`src/rtl/instruction_loader.sv`:
```
// Byte-stream program loader: assembles little-endian 32-bit words and writes them to
// sequential instruction-memory addresses 0..wordCount-1, holding the CPU meanwhile.
module instruction_loader #(
  parameter int ADDR_WIDTH = 5,
  parameter int DATA_WIDTH = 32
) (
  input  logic                  clk,
  input  logic                  rstN,
  input  logic                  start,
  input  logic [ADDR_WIDTH:0]   wordCount,
  input  logic [7:0]            byteData,
  input  logic                  byteValid,
  output logic                  byteReady,
  output logic                  memWriteEnable,
  output logic [ADDR_WIDTH-1:0] memWriteAddress,
  output logic [DATA_WIDTH-1:0] memWriteData,
  output logic                  busy,
  output logic                  cpuHold,
  output logic                  done,
  output logic                  error
);

  typedef enum logic [1:0] {
    S_IDLE    = 2'd0,
    S_COLLECT = 2'd1,
    S_WRITE   = 2'd2,
    S_DONE    = 2'd3
  } state_t;

  localparam logic [ADDR_WIDTH:0]   DEPTH    = {1'b1, {ADDR_WIDTH{1'b0}}};
  localparam logic [ADDR_WIDTH:0]   CNT_ONE  = {{ADDR_WIDTH{1'b0}}, 1'b1};
  localparam logic [ADDR_WIDTH-1:0] ADDR_ONE = {{(ADDR_WIDTH-1){1'b0}}, 1'b1};

  state_t                  state_q, state_d;
  logic [ADDR_WIDTH:0]     count_q, count_d;
  logic [ADDR_WIDTH-1:0]   addr_q, addr_d;
  logic [1:0]              idx_q, idx_d;
  logic [DATA_WIDTH-1:0]   asm_q, asm_d;
  logic [ADDR_WIDTH-1:0]   waddr_q, waddr_d;
  logic [DATA_WIDTH-1:0]   wdata_q, wdata_d;
  logic                    we_q, we_d;
  logic                    done_q, done_d;
  logic                    busy_q, busy_d;
  logic                    error_q, error_d;
  logic                    count_legal_s;
  logic                    last_word_s;

  assign count_legal_s = (wordCount != {(ADDR_WIDTH+1){1'b0}}) && (wordCount <= DEPTH);
  assign last_word_s   = ({1'b0, addr_q} == (count_q - CNT_ONE));

  // Next-state and registered-output decode
  always_comb begin
    state_d = state_q;
    count_d = count_q;
    addr_d  = addr_q;
    idx_d   = idx_q;
    asm_d   = asm_q;
    waddr_d = waddr_q;
    wdata_d = wdata_q;
    we_d    = 1'b0;
    done_d  = 1'b0;
    error_d = error_q;
    case (state_q)
      S_IDLE: begin
        if (start && count_legal_s) begin
          count_d = wordCount;
          addr_d  = {ADDR_WIDTH{1'b0}};
          idx_d   = 2'd0;
          error_d = 1'b0;
          state_d = S_COLLECT;
        end else if (start) begin
          error_d = 1'b1;
        end else begin
          state_d = S_IDLE;
        end
      end
      S_COLLECT: begin
        if (byteValid) begin
          asm_d[{idx_q, 3'b000} +: 8] = byteData;
          idx_d = idx_q + 2'd1;
          // The output word/address registers only change here, so they hold between writes
          if (idx_q == 2'd3) begin
            waddr_d = addr_q;
            wdata_d = asm_d;
            we_d    = 1'b1;
            state_d = S_WRITE;
          end else begin
            state_d = S_COLLECT;
          end
        end else begin
          state_d = S_COLLECT;
        end
      end
      S_WRITE: begin
        if (last_word_s) begin
          done_d  = 1'b1;
          state_d = S_DONE;
        end else begin
          addr_d  = addr_q + ADDR_ONE;
          idx_d   = 2'd0;
          state_d = S_COLLECT;
        end
      end
      S_DONE: begin
        state_d = S_IDLE;
      end
      default: begin
        state_d = S_IDLE;
      end
    endcase
    busy_d = (state_d != S_IDLE);
  end

  // State and output registers with synchronous active-low reset
  always_ff @(posedge clk) begin
    if (!rstN) begin
      state_q <= S_IDLE;
      count_q <= {(ADDR_WIDTH+1){1'b0}};
      addr_q  <= {ADDR_WIDTH{1'b0}};
      idx_q   <= 2'd0;
      asm_q   <= {DATA_WIDTH{1'b0}};
      waddr_q <= {ADDR_WIDTH{1'b0}};
      wdata_q <= {DATA_WIDTH{1'b0}};
      we_q    <= 1'b0;
      done_q  <= 1'b0;
      busy_q  <= 1'b0;
      error_q <= 1'b0;
    end else begin
      state_q <= state_d;
      count_q <= count_d;
      addr_q  <= addr_d;
      idx_q   <= idx_d;
      asm_q   <= asm_d;
      waddr_q <= waddr_d;
      wdata_q <= wdata_d;
      we_q    <= we_d;
      done_q  <= done_d;
      busy_q  <= busy_d;
      error_q <= error_d;
    end
  end

  assign byteReady       = (state_q == S_COLLECT);
  assign memWriteEnable  = we_q;
  assign memWriteAddress = waddr_q;
  assign memWriteData    = wdata_q;
  assign busy            = busy_q;
  assign cpuHold         = busy_q;
  assign done            = done_q;
  assign error           = error_q;

endmodule
```
`config.mk`:
```
export PLATFORM = sky130hd
export DESIGN_NAME = instruction_loader
export DESIGN_NICKNAME = d
export VERILOG_FILES = /design/src/rtl/instruction_loader.sv
export SDC_FILE = /design/constraint.sdc
export NUM_CORES = 1
export LEC_CHECK = 0
export BUFFER_PORTS_ARGS = -buffer_cell sky130_fd_sc_hd__buf_2
export CAP_MARGIN = 20
export CORE_MARGIN = 5
export CORE_UTILIZATION = 25
export CTS_BUF_LIST = sky130_fd_sc_hd__clkbuf_16
export DETAILED_ROUTE_END_ITERATION = 7
export PLACE_DENSITY = 0.42
export SETUP_SLACK_MARGIN = 0.15
export SLEW_MARGIN = 40
export SYNTH_ARGS = -nofsm -noshare
export SYNTH_HDL_FRONTEND = slang
export SYNTH_SLANG_ARGS = --single-unit
```
`constraint.sdc`:
```
create_clock -name clk -period 2.5 [get_ports clk]
set_clock_uncertainty 0.2 [all_clocks]
set_input_delay 0.5 -clock clk [delete_from_list [all_inputs] [get_ports clk]]
set_output_delay 0.5 -clock clk [all_outputs]
set_load 0.05 [all_outputs]
```
==> results of run 1 <==
[kinds of logic after synthesis]
| logic type | after synthesis |
|---|---|
| fa+ha+maj | 8 |
| mux | 7 |
| simple gates | 96 |
| flops | 88 |
| xor+xnor | 5 |
| compound gates | 159 |
| buf+inv | 37 |
[sequential cells by signal, indices dropped and copies added (netlist names)]
register / count
busy: 1
addr_q: 5
memWriteAddress: 5
idx_q: 2
memWriteEnable: 1
error: 1
done: 1
count_q: 6
state_q: 2
memWriteData: 32
asm_q: 32
[critical path, cell delays in order (launching register included)]
cell and delay, ns:
dfxtp_1 0.42, inv_1 0.07, ha_1 0.20, and2_1 0.18, a211o_1 0.31, a31o_2 0.25, a22o_4 0.28, o21ba_2 0.19
[stage by stage]
step	hold slack, ns	setup WS [ns]	TNS [ns]	instances
floorplan	0.278	0.236	0	400
global placement	0.254	-0.0692	-0.311	634
detailed placement	0.261	0.0620	0	634
CTS	0.228	0.214	0	650
global route	0.266	0.171	0	650
finish	0.243	0.299	0	650
[power breakdown]
| group | internal, mW | switching [mW] | leakage, nW | total (mW) |
|---|---|---|---|---|
| clock | 0.869 | 0.565 | 0.160 | 1.43 |
| combinational | 0.0900 | 0.163 | 1.07 | 0.253 |
| sequential | 1.44 | 0.0208 | 0.713 | 1.46 |
| total | 2.40 | 0.749 | 1.95 | 3.15 |
[cells in the mapped netlist, drive strengths merged]
master   instances  share of area [%]
and4             1               0.31
and3             3               0.52
a211o            1               0.24
nand4b           1               0.24
a22o             1               0.48
mux2i            7                1.9
clkbuf          25                2.6
nor3b            2               0.41
o21ba            1               0.28
ha               8                2.8
a21boi           7                1.5
dfxtp           88                 49
nor2            35                3.6
xor2             3               0.73
o21a             1               0.21
o31ai            1               0.21
or3              1               0.31
a31oi            1               0.17
a221oi          33                8.0
nand4            3               0.52
nand2           24                2.5
inv              8               0.83
and2             3               0.52
o22ai            1               0.17
a31o             1               0.24
o211ai           2               0.55
xnor2            2               0.48
a41oi            1               0.76
nor4b            1               0.41
buf              2               0.35
nor3             5               0.69
nand3            4               0.69
clkinv           2               0.21
or4              2               0.52
nor4             1               0.17
nor2b            8                1.4
o211a            1               0.28
o2111ai          2               0.48
or2              2               0.35
o21ai           72                 10
a21oi           33                4.7
[routing by layer]
metal | share of wire [%] | track usage (%) | vias up
met1 | 47 | 16.6 | 1517
met3 | 7.0 | 4.38 | 19
li1 | - | - | 1593
met4 | 1.9 | 4.10 | 0
met2 | 45 | 19.3 | 98
met5 | 0 | 0 | -
[area by class of cell]
type,instances,area share [%]
Inverter,10,0.830
Clock inverter,7,1.96
Tap cell,184,5.09
Clock buffer,9,4.98
Timing Repair Buffer,77,9.74
Sequential cell,88,39.0
Multi-Input combinational cell,275,38.4
[path summary, 6_finish.rpt]
path / endpoint / from / depth (start not counted) / slack [ns]
worst min-delay path: count_q[1] / wordCount[1] / 3 / 0.24
worst min register to register: memWriteAddress[0] / memWriteAddress[0] / 2 / 0.26
worst max register to register: idx_q[0] / count_q[0] / 7 / 0.30
worst max-delay path: idx_q[0] / count_q[0] / 7 / 0.30
==> summary.txt, run 1 <==
Run status
  – Outcome: complete, no violations

Final layout
  – # fillers: 1478
  – NumNets Final: 487
  – Design area: 4520 um2
  – Layout cell share with drive strength beyond 1: 22.7%
  – Antenna Cells: 0
  – Most used cells in the layout excluding fill and tap cells: dfxtp_1, o21ai_0, buf_2, nor2_1, a221oi_1
  – Multi-input logic area: 1740 um2
  – Register area: 1760 um2
  – Most common cell after layout, fill and taps aside: dfxtp_1
  – Area Overhead vs Synth: 25.0%
  – Layout Utilization: 31.5%

Global route
  – Grt ovf: 0
  – Largest net degree at the start of global routing: 40
  – Initial antenna violation count: 0
  – Vias in the first global route: 3133
  – Tot GR Track Use: 12.6%
  – First-pass GRT wire length: 16700 um

Setup path
  – Critical Path AT: 2.24 ns
  – Critical path data required time: 2.54 ns
  – Startpoint types: flop
  – Endpoint class of the critical path: flop
  – Crit Path Max Fanout: 5
  – Path type of the worst setup path: reg2reg

Route
  – WL final: 10200 um
  – Drt first pass iters: 4
  – Initial DRC Count: 231
  – Wire per inst: 15.7 um
  – Vias/cell: 4.96
  – Remaining DRCs: 0
  – Vias: 3227
  – DRT antenna net count: 0

Clock tree
  – Clk_lat worst skew: 0.34 ns
  – Clock slew at reported path FFs: 0.06 ns
  – Postcts setup bufs: 0
  – CTS max path bufs: 2
  – CTS Buf Count: 9
  – H-tree levels: 3
  – CTS tree: built
  – CTS root buf: clkbuf_16
  – CTS Sinks: 88
  – Cts repair resizes: 1
  – Hold_buf cts: 0

STA
  – RSZ-0062 raised after global routing: false
  – Final Cycle Share: 88.0%
  – Finish-stage setup viols: 0
  – Slew HR: 46.5%
  – Max-slew violation count: 0
  – Measured slew at the worst slew-check pin: 0.797 ns
  – Fin crit period: 2.20 ns
  – Hold Vio Cnt, Final: 0
  – Fmax: 454 MHz

Synth
  – Syn nets: 426
  – Cells after Synth: 400
  – Netlist cell types: 50
  – Cell area after synthesis: 3620 um2
  – Yosys reg bits: 88
  – Compound-Gate Fraction of Synth Area: 28.3%
  – Main combinational cell family by area after synthesis: compound AO/OA/AOI/OAI gates
  – Synth Area in XOR/XNOR: 1.21%
  – Post-synthesis mux area share: 1.94%
  – Post-synthesis simple-gate area fraction: 13.2%
  – Sequential area share after synthesis: 48.7%
  – Post-synthesis adder-cell area fraction: 2.77%
  – Syn_area_per_cell: 9.05 um2
  – Warnings, synthesis: 0

Hold path
  – Hold Crit Class: in2reg

Placed design
  – Dpl cell area: 4190 um2
  – Number of port buffers: 60
  – GP Congestion: 0.788
  – Final HPWL from detailed placement: 6780 um

Power and ir drop
  – Max VDD drop: 350 uV
  – Lkg Pwr: 1.95 nW
  – Design Power: 3.15 mW
  – Total power per unit cell area: 696 nW/um2

Floorplanning
  – Rows: 44
  – Boundary pin count: 61
  – Core ar.: 14400 um2
  – Die Area: 17000 um2
  – Initial Util: 25.2%
  – Die Span Y: 130 um
  – Die Wd: 130 um

Job
  – Max Cap Viol: 0
(Power assumes the default switching activity.)
==> run 2, diff against run 1 <==
- ABC_AREA: unset -> 1
==> summary.txt, run 2 <==
Run status
  – Outcome: complete, no violations (unchanged)

Placed design
  – Dpl cell area: 4540 um2 (was 4190 um2)
  – Dpl cells: 793 (was 634)
  – Final HPWL from detailed placement: 8340 um (was 6780 um)
  – GP Congestion: 0.791 (was 0.788)
  – Number of port buffers: 60 (unchanged)

STA
  – Measured slew at the worst slew-check pin: 0.597 ns (was 0.797 ns)
  – Fmax: 478 MHz (was 454 MHz)
  – Slew HR: 60.2% (was 46.5%)
  – Final Cycle Share: 83.7% (was 88.0%)
  – Hold WS: 0.257 ns (was 0.243 ns)
  – Setup Total Neg Slack: 0 ns (unchanged)
  – Hold Vio Cnt, Final: 0 (unchanged)
  – Finish-stage setup viols: 0 (unchanged)
  – Max-slew violation count: 0 (unchanged)
  – Fin crit period: 2.09 ns (was 2.20 ns)
  – RSZ-0062 raised after global routing: false (unchanged)

Global route
  – Tot GR Track Use: 12.9% (was 12.6%)
  – Grt ovf: 0 (unchanged)
  – Vias in the first global route: 3523 (was 3133)
  – Largest net degree at the start of global routing: 39 (was 40)
  – First-pass GRT wire length: 18700 um (was 16700 um)
  – Initial antenna violation count: 0 (unchanged)

Route
  – Remaining DRCs: 0 (unchanged)
  – Vias: 3570 (was 3227)
  – DR WL met3: 445 um (was 718 um)
  – Initial DRC Count: 177 (was 231)
  – Wire length on met2: 5400 um (was 4560 um)
  – WL final: 11600 um (was 10200 um)
  – Drt first pass iters: 4 (unchanged)
  – Wire per inst: 14.3 um (was 15.7 um)
  – M1 WL: 5620 um (was 4760 um)
  – Vias/cell: 4.41 (was 4.96)
  – Highest Signal Layer: met4 (unchanged)
  – DRT antenna net count: 0 (unchanged)

Floorplanning
  – Initial Util: 25.3% (was 25.2%)
  – Die Area: 18700 um2 (was 17000 um2)
  – Die Wd: 137 um (was 130 um)
  – Die Span Y: 137 um (was 130 um)
  – Boundary pin count: 61 (unchanged)
  – Core ar.: 15800 um2 (was 14400 um2)
  – Rows: 46 (was 44)

Power and ir drop
  – Total power per unit cell area: 677 nW/um2 (was 696 nW/um2)
  – Comb pwr share: 12.2% (was 8.0%)
  – Lkg Pwr: 2.39 nW (was 1.95 nW)
  – Clk pwr share: 42.9% (was 45.6%)
  – Max VDD drop: 307 uV (was 350 uV)
  – Sw frac: 25.8% (was 23.8%)
  – Flop pwr share: 44.9% (was 46.4%)
  – Total net switching power: 0.847 mW (was 0.749 mW)
  – Int Pwr: 2.43 mW (was 2.40 mW)

Synth
  – Main synth FF type: dfxtp_1 (unchanged)
  – Yosys reg bits: 88 (unchanged)
  – Cells after Synth: 534 (was 400)
  – Commonest cells post-synth: inv_1, dfxtp_1, nor2_1 (was dfxtp_1, o21ai_0, nor2_1)
  – Most common cell in the synthesized netlist: inv_1 (was dfxtp_1)
  – Sequential area share after synthesis: 43.9% (was 48.7%)
  – Cell area after synthesis: 4010 um2 (was 3620 um2)
  – Synth async-reset ratio: 0% (unchanged)
  – Yosys top cell by area: dfxtp_1 (unchanged)
  – Netlist cell types: 30 (was 50)
  – Syn_area_per_cell: 7.51 um2 (was 9.05 um2)
  – Synth area leaders: dfxtp_1, inv_1, nor2_1 (was dfxtp_1, o21ai_0, a221oi_1)
  – Warnings, synthesis: 0 (unchanged)
  – Yosys top cell area share: 43.9% (was 48.7%)
  – Syn nets: 560 (was 426)
  – EDFF count, synth: 0 (unchanged)

Setup path
  – Endpoint class of the critical path: flop (unchanged)
  – Critical Path AT: 2.15 ns (was 2.24 ns)
  – Path type of the worst setup path: reg2reg (unchanged)
  – Startpoint types: flop (unchanged)
  – Crit-path max cell delay: 0.43 ns (was 0.42 ns)
  – Crit-path slowest cell: ha_1 (was dfxtp_1)
  – Critical path data required time: 2.55 ns (was 2.54 ns)
  – CP cell instances: buf_4 -> ha_1 -> nand2_1 -> inv_1 -> nand2_1 -> o22ai_1 -> nor2_1 -> a211oi_1 (was inv_1 -> ha_1 -> and2_1 -> a211o_1 -> a31o_2 -> a22o_4 -> o21ba_2)
  – Crit Path Max Fanout: 9 (was 5)
  – Worst-case reg-to-reg path depth: 8 (was 7)
  – Most frequent CP cell: nand2_1

Final layout
  – Most common cell after layout, fill and taps aside: inv_1 (was dfxtp_1)
  – Layout Cells excl Fill: 810 (was 650)
  – Design area: 4850 um2 (was 4520 um2)
  – Most used cells in the layout excluding fill and tap cells: inv_1, dfxtp_1, nor2_1, buf_2, nand2_1 (was dfxtp_1, o21ai_0, buf_2, nor2_1, a221oi_1)
  – Area Overhead vs Synth: 20.9% (was 25.0%)
  – # fillers: 1737 (was 1478)
  – Antenna Cells: 0 (unchanged)
  – NumNets Final: 615 (was 487)
  – Layout cell share with drive strength beyond 1: 16.7% (was 22.7%)

Hold path
  – Hold path depth: 3 (unchanged)
  – Hold Crit Class: in2reg (unchanged)

Clock tree
  – Cts repair resizes: 0 (was 1)
  – Clock slew at reported path FFs: 0.06 ns (about the same)
  – Hold_buf cts: 0 (unchanged)
  – H-tree levels: 3 (unchanged)
  – CTS root buf: clkbuf_16 (unchanged)
  – CTS Sinks: 88 (unchanged)
  – CTS max path bufs: 2 (unchanged)
  – CTS Buf Count: 9 (unchanged)
  – CTS tree: built (unchanged)
  – Clk_lat worst skew: 0.35 ns (was 0.34 ns)
  – Postcts setup bufs: 0 (unchanged)

Job
  – Max Cap Viol: 0 (unchanged)
[run 2: cell type report]
class                      count  area [um2]  share of cell area [%]
sequential                    88        1760                    36.3
multi-input combinational    307        1690                    34.8
inverter                     110         413                    8.51
timing repair buffer          73         410                    8.46
tap                          216         270                    5.57
clock buffer                   9         225                    4.64
clock inverter                 7        80.1                    1.65
[run 2: logic make-up after synthesis]
family | synth area share, %
simple gates | 16.8
compound gates | 22.6
buf+inv | 13.9
flops | 43.9
fa+ha+maj | 2.50
xor+xnor | 0.218
[run 2: worst paths after layout]
kind | from | endpoint | slack [ns]
max | idx_q[0] | asm_q[12] | 0.41
min | wordCount[0] | count_q[0] | 0.26
max reg2reg | idx_q[0] | asm_q[12] | 0.41
min reg2reg | count_q[5] | count_q[5] | 0.26
[run 2: critical path, delay by kind of cell, from the launching register on]
family | cells | cell delay [ns]
DFF | 1 | 0.33
adders and majority gates | 1 | 0.43
AOI/OAI and AO/OA | 2 | 0.37
and+or+nand+nor | 3 | 0.38
buffers and inverters | 2 | 0.29
[run 2: power groups by stage]
stage	registers [mW]	logic [mW]	clock network [mW]
after floorplan	1.52	0.262	0
after global placement	1.50	0.391	0
after detailed placement	1.50	0.395	0
after CTS	1.47	0.397	1.46
after global routing	1.48	0.451	1.51
final	1.47	0.402	1.41
[run 2: metrics by stage]
step / util, % / power (mW) / setup slack [ns]
2_1_floorplan: - / 1.78 / 0.565
3_3_place_gp: 28.7 / 1.89 / 0.329
3_5_place_dp: 28.7 / 1.90 / 0.330
4_1_cts: 30.6 / 3.33 / 0.309
5_1_grt: 30.6 / 3.44 / 0.205
6_report: 30.6 / 3.28 / 0.408
[run 2: routing by layer]
| layer | vias up | GRT usage, % |
|---|---|---|
| li1 | 1864 | - |
| met1 | 1641 | 16.8 |
| met2 | 58 | 20.5 |
| met3 | 7 | 3.75 |
| met4 | 0 | 4.26 |
| met5 | - | 0 |
==> run 3, diff against run 2 <==
- ABC_AREA: 1 -> 0
- clock period: 2.5 -> 2.2 ns (I/O delays scaled with it)
==> summary.txt, run 3 (same netlist as run 1, synthesis figures left out) <==
Power and ir drop
  – Lkg Pwr: 2.09 nW (was 2.39 nW)
  – Design Power: 3.60 mW (was 3.28 mW)
  – Sw frac: 23.5% (was 25.8%)
  – Max VDD drop: 314 uV (was 307 uV)
  – Comb pwr share: 9.8% (was 12.2%)
  – Total power per unit cell area: 751 nW/um2 (was 677 nW/um2)
  – Clk pwr share: 44.1% (was 42.9%)
  – Int Pwr: 2.75 mW (was 2.43 mW)
  – Total net switching power: 0.845 mW (was 0.847 mW)
  – Flop pwr share: 46.1% (was 44.9%)

Route
  – Wire length on met2: 4930 um (was 5400 um)
  – M1 WL: 4970 um (was 5620 um)
  – Initial DRC Count: 191 (was 177)
  – Vias: 3275 (was 3570)
  – WL final: 10500 um (was 11600 um)
  – Highest Signal Layer: met4 (unchanged)
  – DR WL met3: 428 um (was 445 um)
  – Remaining DRCs: 0 (unchanged)
  – DRT antenna net count: 0 (unchanged)
  – Drt first pass iters: 4 (unchanged)
  – Vias/cell: 4.92 (was 4.41)
  – Wire per inst: 15.8 um (was 14.3 um)

STA
  – Max-slew violation count: 0 (unchanged)
  – Fin crit period: 2.04 ns (was 2.09 ns)
  – Final WS setup: 0.164 ns (was 0.408 ns)
  – Slew HR: 72.0% (was 60.2%)
  – Setup Total Neg Slack: 0 ns (unchanged)
  – Fmax: 491 MHz (was 478 MHz)
  – Measured slew at the worst slew-check pin: 0.421 ns (was 0.597 ns)
  – Final Cycle Share: 92.5% (was 83.7%)
  – RSZ-0062 raised after global routing: true (was false)
  – Hold Vio Cnt, Final: 0 (unchanged)
  – Finish-stage setup viols: 0 (unchanged)

Setup path
  – Endpoint class of the critical path: flop (unchanged)
  – Critical Path AT: 2.07 ns (was 2.15 ns)
  – Crit-path slowest cell: dfxtp_4 (was ha_1)
  – Crit path max-delay family: compound AO/OA/AOI/OAI gates (was adder cells)
  – Worst path bufs/invs: 1 (was 2)
  – CP cell instances: inv_2 -> ha_4 -> and2_4 -> a211o_1 -> a31o_4 -> a22o_4 -> o21ba_4 (was buf_4 -> ha_1 -> nand2_1 -> inv_1 -> nand2_1 -> o22ai_1 -> nor2_1 -> a211oi_1)
  – Crit Path Max Fanout: 4 (was 9)
  – Critical path data required time: 2.24 ns (was 2.55 ns)
  – Crit-path max cell delay: 0.36 ns (was 0.43 ns)
  – Path type of the worst setup path: reg2reg (unchanged)
  – Startpoint types: flop (unchanged)

Final layout
  – Layout cell share with drive strength beyond 1: 29.5% (was 16.7%)
  – Most used cells in the layout excluding fill and tap cells: dfxtp_1, o21ai_0, buf_2, nor2_1 (was inv_1, dfxtp_1, nor2_1, buf_2, nand2_1)
  – Area Overhead vs Synth: 32.4% (was 20.9%)
  – Register area: 1770 um2 (was 1760 um2)
  – # fillers: 1468 (was 1737)
  – NumNets Final: 504 (was 615)
  – Most common cell after layout, fill and taps aside: dfxtp_1 (was inv_1)
  – Antenna Cells: 0 (unchanged)
  – Multi-input logic area: 1870 um2 (was 1690 um2)
  – Design area: 4790 um2 (was 4850 um2)

Clock tree
  – H-tree levels: 3 (unchanged)
  – Hold_buf cts: 0 (unchanged)
  – CTS Sinks: 88 (unchanged)
  – Clk_lat worst skew: 0.34 ns (was 0.35 ns)
  – CTS tree: built (unchanged)
  – Clock slew at reported path FFs: 0.06 ns (about the same)
  – CTS max path bufs: 2 (unchanged)
  – CTS Buf Count: 9 (unchanged)
  – CTS root buf: clkbuf_16 (unchanged)

Placed design
  – Pre-CTS setup slack: -0.138 ns (was 0.330 ns)
  – Number of port buffers: 60 (unchanged)
  – Final HPWL from detailed placement: 7130 um (was 8340 um)
  – Dpl cell area: 4300 um2 (was 4540 um2)
  – GP Congestion: 0.764 (was 0.791)

Run status
  – Outcome: complete, no violations (unchanged)

Floorplanning
  – Core ar.: 14400 um2 (was 15800 um2)
  – Boundary pin count: 61 (unchanged)
  – Initial Util: 25.2% (was 25.3%)
  – Die Area: 17000 um2 (was 18700 um2)
  – Rows: 44 (was 46)
  – Die Wd: 130 um (was 137 um)
  – Die Span Y: 130 um (was 137 um)

Global route
  – Grt ovf: 0 (unchanged)
  – Initial antenna violation count: 0 (unchanged)
  – Tot GR Track Use: 13.0% (was 12.9%)
  – Vias in the first global route: 3257 (was 3523)
  – First-pass GRT wire length: 17200 um (was 18700 um)
  – Largest net degree at the start of global routing: 36 (was 39)

Hold path
  – Hold Crit Class: in2reg (unchanged)

Job
  – Max Cap Viol: 0 (unchanged)
-- run 3: path summary, 6_finish.rpt --
kind | start | endpoint | slack [ns] | cells after the start
worst max-delay path | count_q[1] | idx_q[0] | 0.16 | 7
worst min-delay path | wordCount[5] | count_q[5] | 0.21 | 3
worst max register to register | count_q[1] | idx_q[0] | 0.16 | 7
worst min register to register | memWriteAddress[2] | memWriteAddress[2] | 0.27 | 2
-- run 3: power by group through the flow --
stage | sequential, mW | clock [mW] | combinational (mW)
2_1_floorplan | 1.70 | 0 | 0.176
3_3_place_gp | 1.69 | 0 | 0.302
3_5_place_dp | 1.69 | 0 | 0.306
4_1_cts | 1.66 | 1.64 | 0.317
5_1_grt | 1.66 | 1.71 | 0.385
6_report | 1.66 | 1.59 | 0.352
-- run 3: timing repair --
item | in CTS | in global routing
gates resized for setup | 8 | 23
buffers inserted | 1 | 3
pin swaps | 5 | 6
endpoints found under the setup margin | 40 | 59
-- run 3: worst reg2reg max path: stages (launching register included) --
cell,delay (ns)
dfxtp_4,0.36
inv_2,0.05
ha_4,0.15
and2_4,0.15
a211o_1,0.31
a31o_4,0.26
a22o_4,0.27
o21ba_4,0.19
-- run 3: routing by layer --
layer | track usage (%) | vias up
met4 | 5.75 | 0
met3 | 2.87 | 13
met2 | 20.6 | 76
met5 | 0 | -
met1 | 17.0 | 1558
li1 | - | 1628
-- run 3: cell type report --
class | instances | share of cell area, %
multi-input cells | 275 | 39.0
flip-flops and latches | 88 | 36.9
repair buffers | 94 | 12.2
well taps | 184 | 4.80
clock buffers | 9 | 4.70
clock inverters | 6 | 1.59
inverters | 10 | 0.783
-- run 3: metrics by stage --
| stage | hold WS (ns) | cells | utilization [%] |
|---|---|---|---|
| after global routing | 0.231 | 666 | 33.4 |
| after global placement | 0.259 | 647 | 29.8 |
| after floorplan | 0.278 | 400 | - |
| after CTS | 0.196 | 663 | 32.3 |
| final | 0.211 | 666 | 33.4 |
| after detailed placement | 0.264 | 647 | 29.9 |
